==> src/rtl/alu_cmd_sequencer.sv <==
// Command FIFO plus issue/capture sequencer sitting in front of a combinational 4-bit ALU.
// One command in flight at a time; results are held in a valid/ready response register.
module alu_cmd_sequencer #(
  parameter int DEPTH  = 4,
  parameter int DATA_W = 4,
  parameter int RES_W  = 8
) (
  input  logic                     clk,
  input  logic                     rst_n,
  input  logic                     cmd_valid,
  output logic                     cmd_ready,
  input  logic [DATA_W-1:0]        cmd_a,
  input  logic [DATA_W-1:0]        cmd_b,
  input  logic [1:0]               cmd_op,
  output logic [DATA_W-1:0]        alu_a,
  output logic [DATA_W-1:0]        alu_b,
  output logic [1:0]               alu_op,
  input  logic [RES_W-1:0]         alu_result,
  output logic                     rsp_valid,
  input  logic                     rsp_ready,
  output logic [RES_W-1:0]         rsp_result,
  output logic [1:0]               rsp_op,
  output logic                     rsp_err,
  output logic [$clog2(DEPTH):0]   fifo_count
);
  localparam int AW = $clog2(DEPTH);
  localparam logic [AW:0]   CNT_FULL = DEPTH[AW:0];
  localparam logic [AW:0]   CNT_ONE  = 1;
  localparam logic [AW-1:0] PTR_ONE  = 1;

  typedef struct packed {
    logic [DATA_W-1:0] a;
    logic [DATA_W-1:0] b;
    logic [1:0]        op;
  } cmd_t;

  typedef enum logic [1:0] {IDLE, ISSUE, HOLD} state_e;

  state_e                 state_q, state_d;
  cmd_t [DEPTH-1:0]       mem_q, mem_d;
  logic [AW-1:0]          wr_ptr_q, wr_ptr_d, rd_ptr_q, rd_ptr_d;
  logic [AW:0]            count_q, count_d;
  logic [DATA_W-1:0]      alu_a_q, alu_a_d, alu_b_q, alu_b_d;
  logic [1:0]             alu_op_q, alu_op_d, rsp_op_q, rsp_op_d;
  logic [RES_W-1:0]       rsp_result_q, rsp_result_d;
  logic                   rsp_valid_q, rsp_valid_d, rsp_err_q, rsp_err_d;
  logic                   push, pop, hs, mod_zero;
  cmd_t                   head;

  always_comb begin
    // No bypass: a full FIFO refuses even when a pop lands in the same cycle.
    cmd_ready = rst_n && (count_q != CNT_FULL);
    push      = cmd_valid && cmd_ready;
    hs        = rsp_valid_q && rsp_ready;
    pop       = (count_q != '0) && ((state_q == IDLE) || ((state_q == HOLD) && hs));
    head      = mem_q[rd_ptr_q];
    mod_zero  = (alu_op_q == 2'b10) && (alu_b_q == '0);

    state_d      = state_q;
    mem_d        = mem_q;
    wr_ptr_d     = wr_ptr_q;
    rd_ptr_d     = rd_ptr_q;
    count_d      = count_q;
    alu_a_d      = alu_a_q;
    alu_b_d      = alu_b_q;
    alu_op_d     = alu_op_q;
    rsp_valid_d  = rsp_valid_q;
    rsp_result_d = rsp_result_q;
    rsp_op_d     = rsp_op_q;
    rsp_err_d    = rsp_err_q;

    if (push) begin
      mem_d[wr_ptr_q] = '{a: cmd_a, b: cmd_b, op: cmd_op};
      wr_ptr_d        = wr_ptr_q + PTR_ONE;
    end
    if (pop) begin
      rd_ptr_d = rd_ptr_q + PTR_ONE;
      alu_a_d  = head.a;
      alu_b_d  = head.b;
      alu_op_d = head.op;
    end
    case ({push, pop})
      2'b10:   count_d = count_q + CNT_ONE;
      2'b01:   count_d = count_q - CNT_ONE;
      default: count_d = count_q;
    endcase

    case (state_q)
      IDLE: if (pop) state_d = ISSUE;
      ISSUE: begin
        // ALU has had a full cycle to settle on the registered operands.
        rsp_valid_d  = 1'b1;
        rsp_op_d     = alu_op_q;
        rsp_err_d    = mod_zero;
        rsp_result_d = mod_zero ? '0 : alu_result;
        state_d      = HOLD;
      end
      HOLD: if (hs) begin
        rsp_valid_d = 1'b0;
        state_d     = pop ? ISSUE : IDLE;
      end
      default: state_d = IDLE;
    endcase
  end

  always_ff @(posedge clk or negedge rst_n) begin
    if (!rst_n) begin
      state_q      <= IDLE;
      mem_q        <= '0;
      wr_ptr_q     <= '0;
      rd_ptr_q     <= '0;
      count_q      <= '0;
      alu_a_q      <= '0;
      alu_b_q      <= '0;
      alu_op_q     <= '0;
      rsp_valid_q  <= 1'b0;
      rsp_result_q <= '0;
      rsp_op_q     <= '0;
      rsp_err_q    <= 1'b0;
    end else begin
      state_q      <= state_d;
      mem_q        <= mem_d;
      wr_ptr_q     <= wr_ptr_d;
      rd_ptr_q     <= rd_ptr_d;
      count_q      <= count_d;
      alu_a_q      <= alu_a_d;
      alu_b_q      <= alu_b_d;
      alu_op_q     <= alu_op_d;
      rsp_valid_q  <= rsp_valid_d;
      rsp_result_q <= rsp_result_d;
      rsp_op_q     <= rsp_op_d;
      rsp_err_q    <= rsp_err_d;
    end
  end

  assign alu_a      = alu_a_q;
  assign alu_b      = alu_b_q;
  assign alu_op     = alu_op_q;
  assign rsp_valid  = rsp_valid_q;
  assign rsp_result = rsp_result_q;
  assign rsp_op     = rsp_op_q;
  assign rsp_err    = rsp_err_q;
  assign fifo_count = count_q;
endmodule

==> config.mk <==
export PLATFORM = sky130hd
export DESIGN_NAME = alu_cmd_sequencer
export DESIGN_NICKNAME = d
export VERILOG_FILES = /design/src/rtl/alu_cmd_sequencer.sv
export SDC_FILE = /design/constraint.sdc
export NUM_CORES = 1
export LEC_CHECK = 0
export CORE_MARGIN = 2
export CORE_UTILIZATION = 25
export CTS_CLUSTER_SIZE = 16
export DETAILED_ROUTE_END_ITERATION = 8
export GPL_TIMING_DRIVEN = 0
export SYNTH_ARGS = -nofsm -noshare
export SYNTH_HDL_FRONTEND = slang
export SYNTH_SLANG_ARGS = --single-unit
==> constraint.sdc <==
create_clock -name clk -period 2.5 [get_ports clk]
set_clock_uncertainty 0.2 [all_clocks]
set_input_delay 0.75 -clock clk [delete_from_list [all_inputs] [get_ports clk]]
set_output_delay 0.75 -clock clk [all_outputs]
set_load 0.005 [all_outputs]
==> flow_metrics.py <==
metrics = {
    "timing": {
        "hold_viol_final": 0,
        "final-max-slew-violation-count": 0,
        "postLayoutSetupSlackWorst_ps": 44.3,
        "maxSlewHeadroom_pct": 53.9,
        "fin_crit_sh_pct": 98.2,
        "max_freq_ghz": 0.407,
        "min_period_ps": 2460,
        "setup_viol": 0,
        "tns_ps": 0,
        "rsz0062_at_grt": "false",
        "worst_pin_slew_ps": 692,
    },
    "drt": {
        "finalWirelength_mm": 6.80,
        "ant_nets": 0,
        "vias": 1951,
        "drt_iter0_markers": 76,
        "first_pass_iters": 4,
        "drc": 0,
        "wl_per_cell_um": 14.9,
        "vias_per_cell": 4.29,
    },
    "layout": {
        "final_util_pct": 35.6,
        "syn_to_final_growth_pct": 37.6,
        "n_antenna_cell": 0,
        "drive_gt1_share_pct": 38.7,
        "num-fill-cells": 1221,
        "finalNetCount": 310,
    },
    "worst_setup_path": {
        "end_kind": "output port",
        "cpPeakStageDelay_ps": 170,
        "worst_path_most_repeated_cell": "buf_6",
        "worst_path_dominant_cell_family": "buffers and inverters",
        "crit_type": "primary input to output port",
        "arrival_ps": 1510,
        "crit_required_ps": 1550,
        "worst_setup_path_start_kind": "primary input",
        "cp_cell_sequence": "buf_4, buf_16, buf_6, and2_2, buf_6",
        "cp_num_buf_inv": 4,
        "cpMaxStageDelayCell": "and2_2",
        "critPathMaxFanout": 18,
    },
    "yosys": {
        "synth_top_area_share_pct": 56.5,
        "synth_simple_gate_area_share_pct": 8.76,
        "synth_ff_type": "dfrtp_1",
        "synth-compound-area-share_pct": 1.83,
        "yosys_warnings": 0,
        "synth_common_cells": "71 x dfrtp_1, 51 x mux2_2, 24 x nand2_1",
        "synthAdderAreaFrac_pct": 2.63,
        "avgSynthCellArea_sq_um": 14.8,
        "synth_area_leaders": "dfrtp_1 57%, mux2_2 18%, mux4_2 7.2%, nand2_1 2.9%, nand4_4 2.7%",
        "synth_fp_nets": 241,
        "ys_seq_area_share_pct": 56.5,
        "synth.area.mux_share_pct": 26.2,
        "yosys.area_share.xor_xnor_pct": 1.67,
        "async_reset_ff_share_pct": 100,
        "syn_area_sq_um": 3140,
        "syn_inst": 213,
        "synth.most_common_cell": "dfrtp_1",
        "ys_seq_elements": 71,
        "synth_top_family_by_area": "multiplexers",
        "ys_types": 29,
        "synth-edff-count": 0,
        "synth_top_cell_by_area": "dfrtp_1",
    },
    "power_and_ir_drop": {
        "seqPwrFrac_pct": 36.3,
        "power_switching_mw": 1.73,
        "combPwrFrac_pct": 42.1,
        "sw_frac_of_total_pct": 30.0,
        "pwr-share-clk_pct": 21.6,
        "leakage_nw": 1.84,
        "power.total_mw": 5.74,
        "powerDensity_nw_per_um2": 1330,
        "power.internal_mw": 4.02,
        "ir_drop_mv": 0.479,
    },
    "grt": {
        "grt_max_degree": 37,
        "grt_pass1_wl_mm": 11.1,
        "grt_antenna_before_repair": 0,
        "overflow": 0,
        "grt_pass1_vias": 2140,
        "grt.total_usage_pct": 11.1,
    },
    "clocking": {
        "worstSkewPairLatency_ps": 330,
        "clkSlewWorstSetupHoldPaths_ps": 50,
        "numClockSinks": 71,
        "htree_num_levels": 3,
        "cts_root_buf": "clkbuf_16",
        "cts.path.max_buffers": 2,
        "cts_buffers": 9,
        "cts_tree": "built",
    },
    "worst_hold_path": {
        "hold_class": "primary input to async pin",
    },
    "place": {
        "port_buffers": 46,
        "place_ws_ps": -710,
        "hpwl_mm": 4.37,
        "gp_congestion": 0.716,
    },
    "die": {
        "die-area_sq_um": 13500,
        "start_util_pct": 25.8,
        "design.core.area_sq_um": 12200,
        "io_pins": 48,
        "die_x_um": 116,
        "dieHeight_um": 116,
        "num_rows": 40,
    },
    "run": {
        "maxCapViolCount": 0,
    },
    "run_status": {
        "status": "complete, no violations",
    },
}
[cell type report]
class | count | area (sq um) | area share, %
clock inverters | 2 | 12.5 | 0.289
clock buffers | 14 | 284 | 6.57
multi-input cells | 127 | 1340 | 30.9
repair buffers | 59 | 629 | 14.6
plain buffers | 7 | 46.3 | 1.07
inverters | 7 | 28.8 | 0.665
well taps | 168 | 210 | 4.86
flip-flops and latches | 71 | 1780 | 41.1
[sequential cells by signal, summed over array words and instances, names as in the netlist, 2 cells and up]
name,count
rd_ptr_q,2
mem_q,40
rsp_op,2
fifo_count,3
wr_ptr_q,2
alu_a,4
rsp_result,8
alu_op,2
alu_b,4
state_q,2
[path summary, 6_finish.rpt]
kind,start,to,slack [ps],cells after the start
worst max-delay path,rst_n,cmd_ready,40,5
worst min-delay path,rst_n,mem_q[8],200,2
worst max register to register,fifo_count[1],fifo_count[2],100,10
worst min register to register,rsp_result[3],rsp_result[3],280,2
max in group asynchronous,rst_n,rsp_result[6],1570,2
min in group clk,rsp_result[3],rsp_result[3],280,2
[metal layers]
layer	wire (um)	global-route usage, %
met1	3130	13.4
met2	3270	18.9
met3	274	3.17
met4	117	4.52
met5	0	0
[power by group through the flow]
stage | clock [mW] | sequential (mW) | combinational (mW)
final | 1.24 | 2.08 | 2.42
after global routing | 1.33 | 2.17 | 2.66
after CTS | 1.27 | 2.09 | 2.43
after detailed placement | 0 | 2.12 | 2.27
after global placement | 0 | 2.09 | 2.19
after floorplan | 0 | 2.04 | 1.48
[kinds of logic (layout without fill, tap and decap cells)]
kind of cell	after synthesis	after routing
simple gates	41	41
fa+ha+maj	6	6
mux	63	63
flops	71	71
xor+xnor	6	6
compound gates	11	11
buf+inv	15	89
[repair_timing]
item,in CTS,in global routing
hold buffers,0,0
cloned,2,0
resized for setup,12,5
pin swaps,3,6
setup buffers,7,3
endpoints found under the setup margin,3,3
[worst register-to-register path, cell delays in order, from the launching register on]
cell,delay (ps)
dfrtp_1,380
or3b_4,410
buf_6,130
and3_4,180
inv_4,50
ha_4,130
inv_2,40
fa_2,380
xor2_1,170
nor2_1,70
xor2_1,150
[layout by cell type (no fill, tap or decap), types with 2 or more instances in the layout]
cell type / n
clkdlybuf4s50_1: 43
nand4_4: 4
dfrtp_1: 71
mux2_2: 51
a21oi_1: 2
clkbuf_8: 4
clkbuf_16: 9
nor3_4: 2
nand2_1: 24
buf_4: 11
buf_6: 4
xnor2_1: 2
nand2b_1: 2
xor2_1: 4
mux4_2: 10
clkbuf_1: 4
bufbuf_16: 2
o21ai_0: 8
ha_1: 4
inv_1: 5
[per-stage QoR]
stage	hold slack (ps)	area [sq um]	std cells
2_1_floorplan	254	3170	213
3_3_place_gp	263	3840	427
3_5_place_dp	276	3860	428
4_1_cts	194	4300	453
5_1_grt	200	4330	455
6_report	196	4330	455
Power figures use the tool's default switching activity.
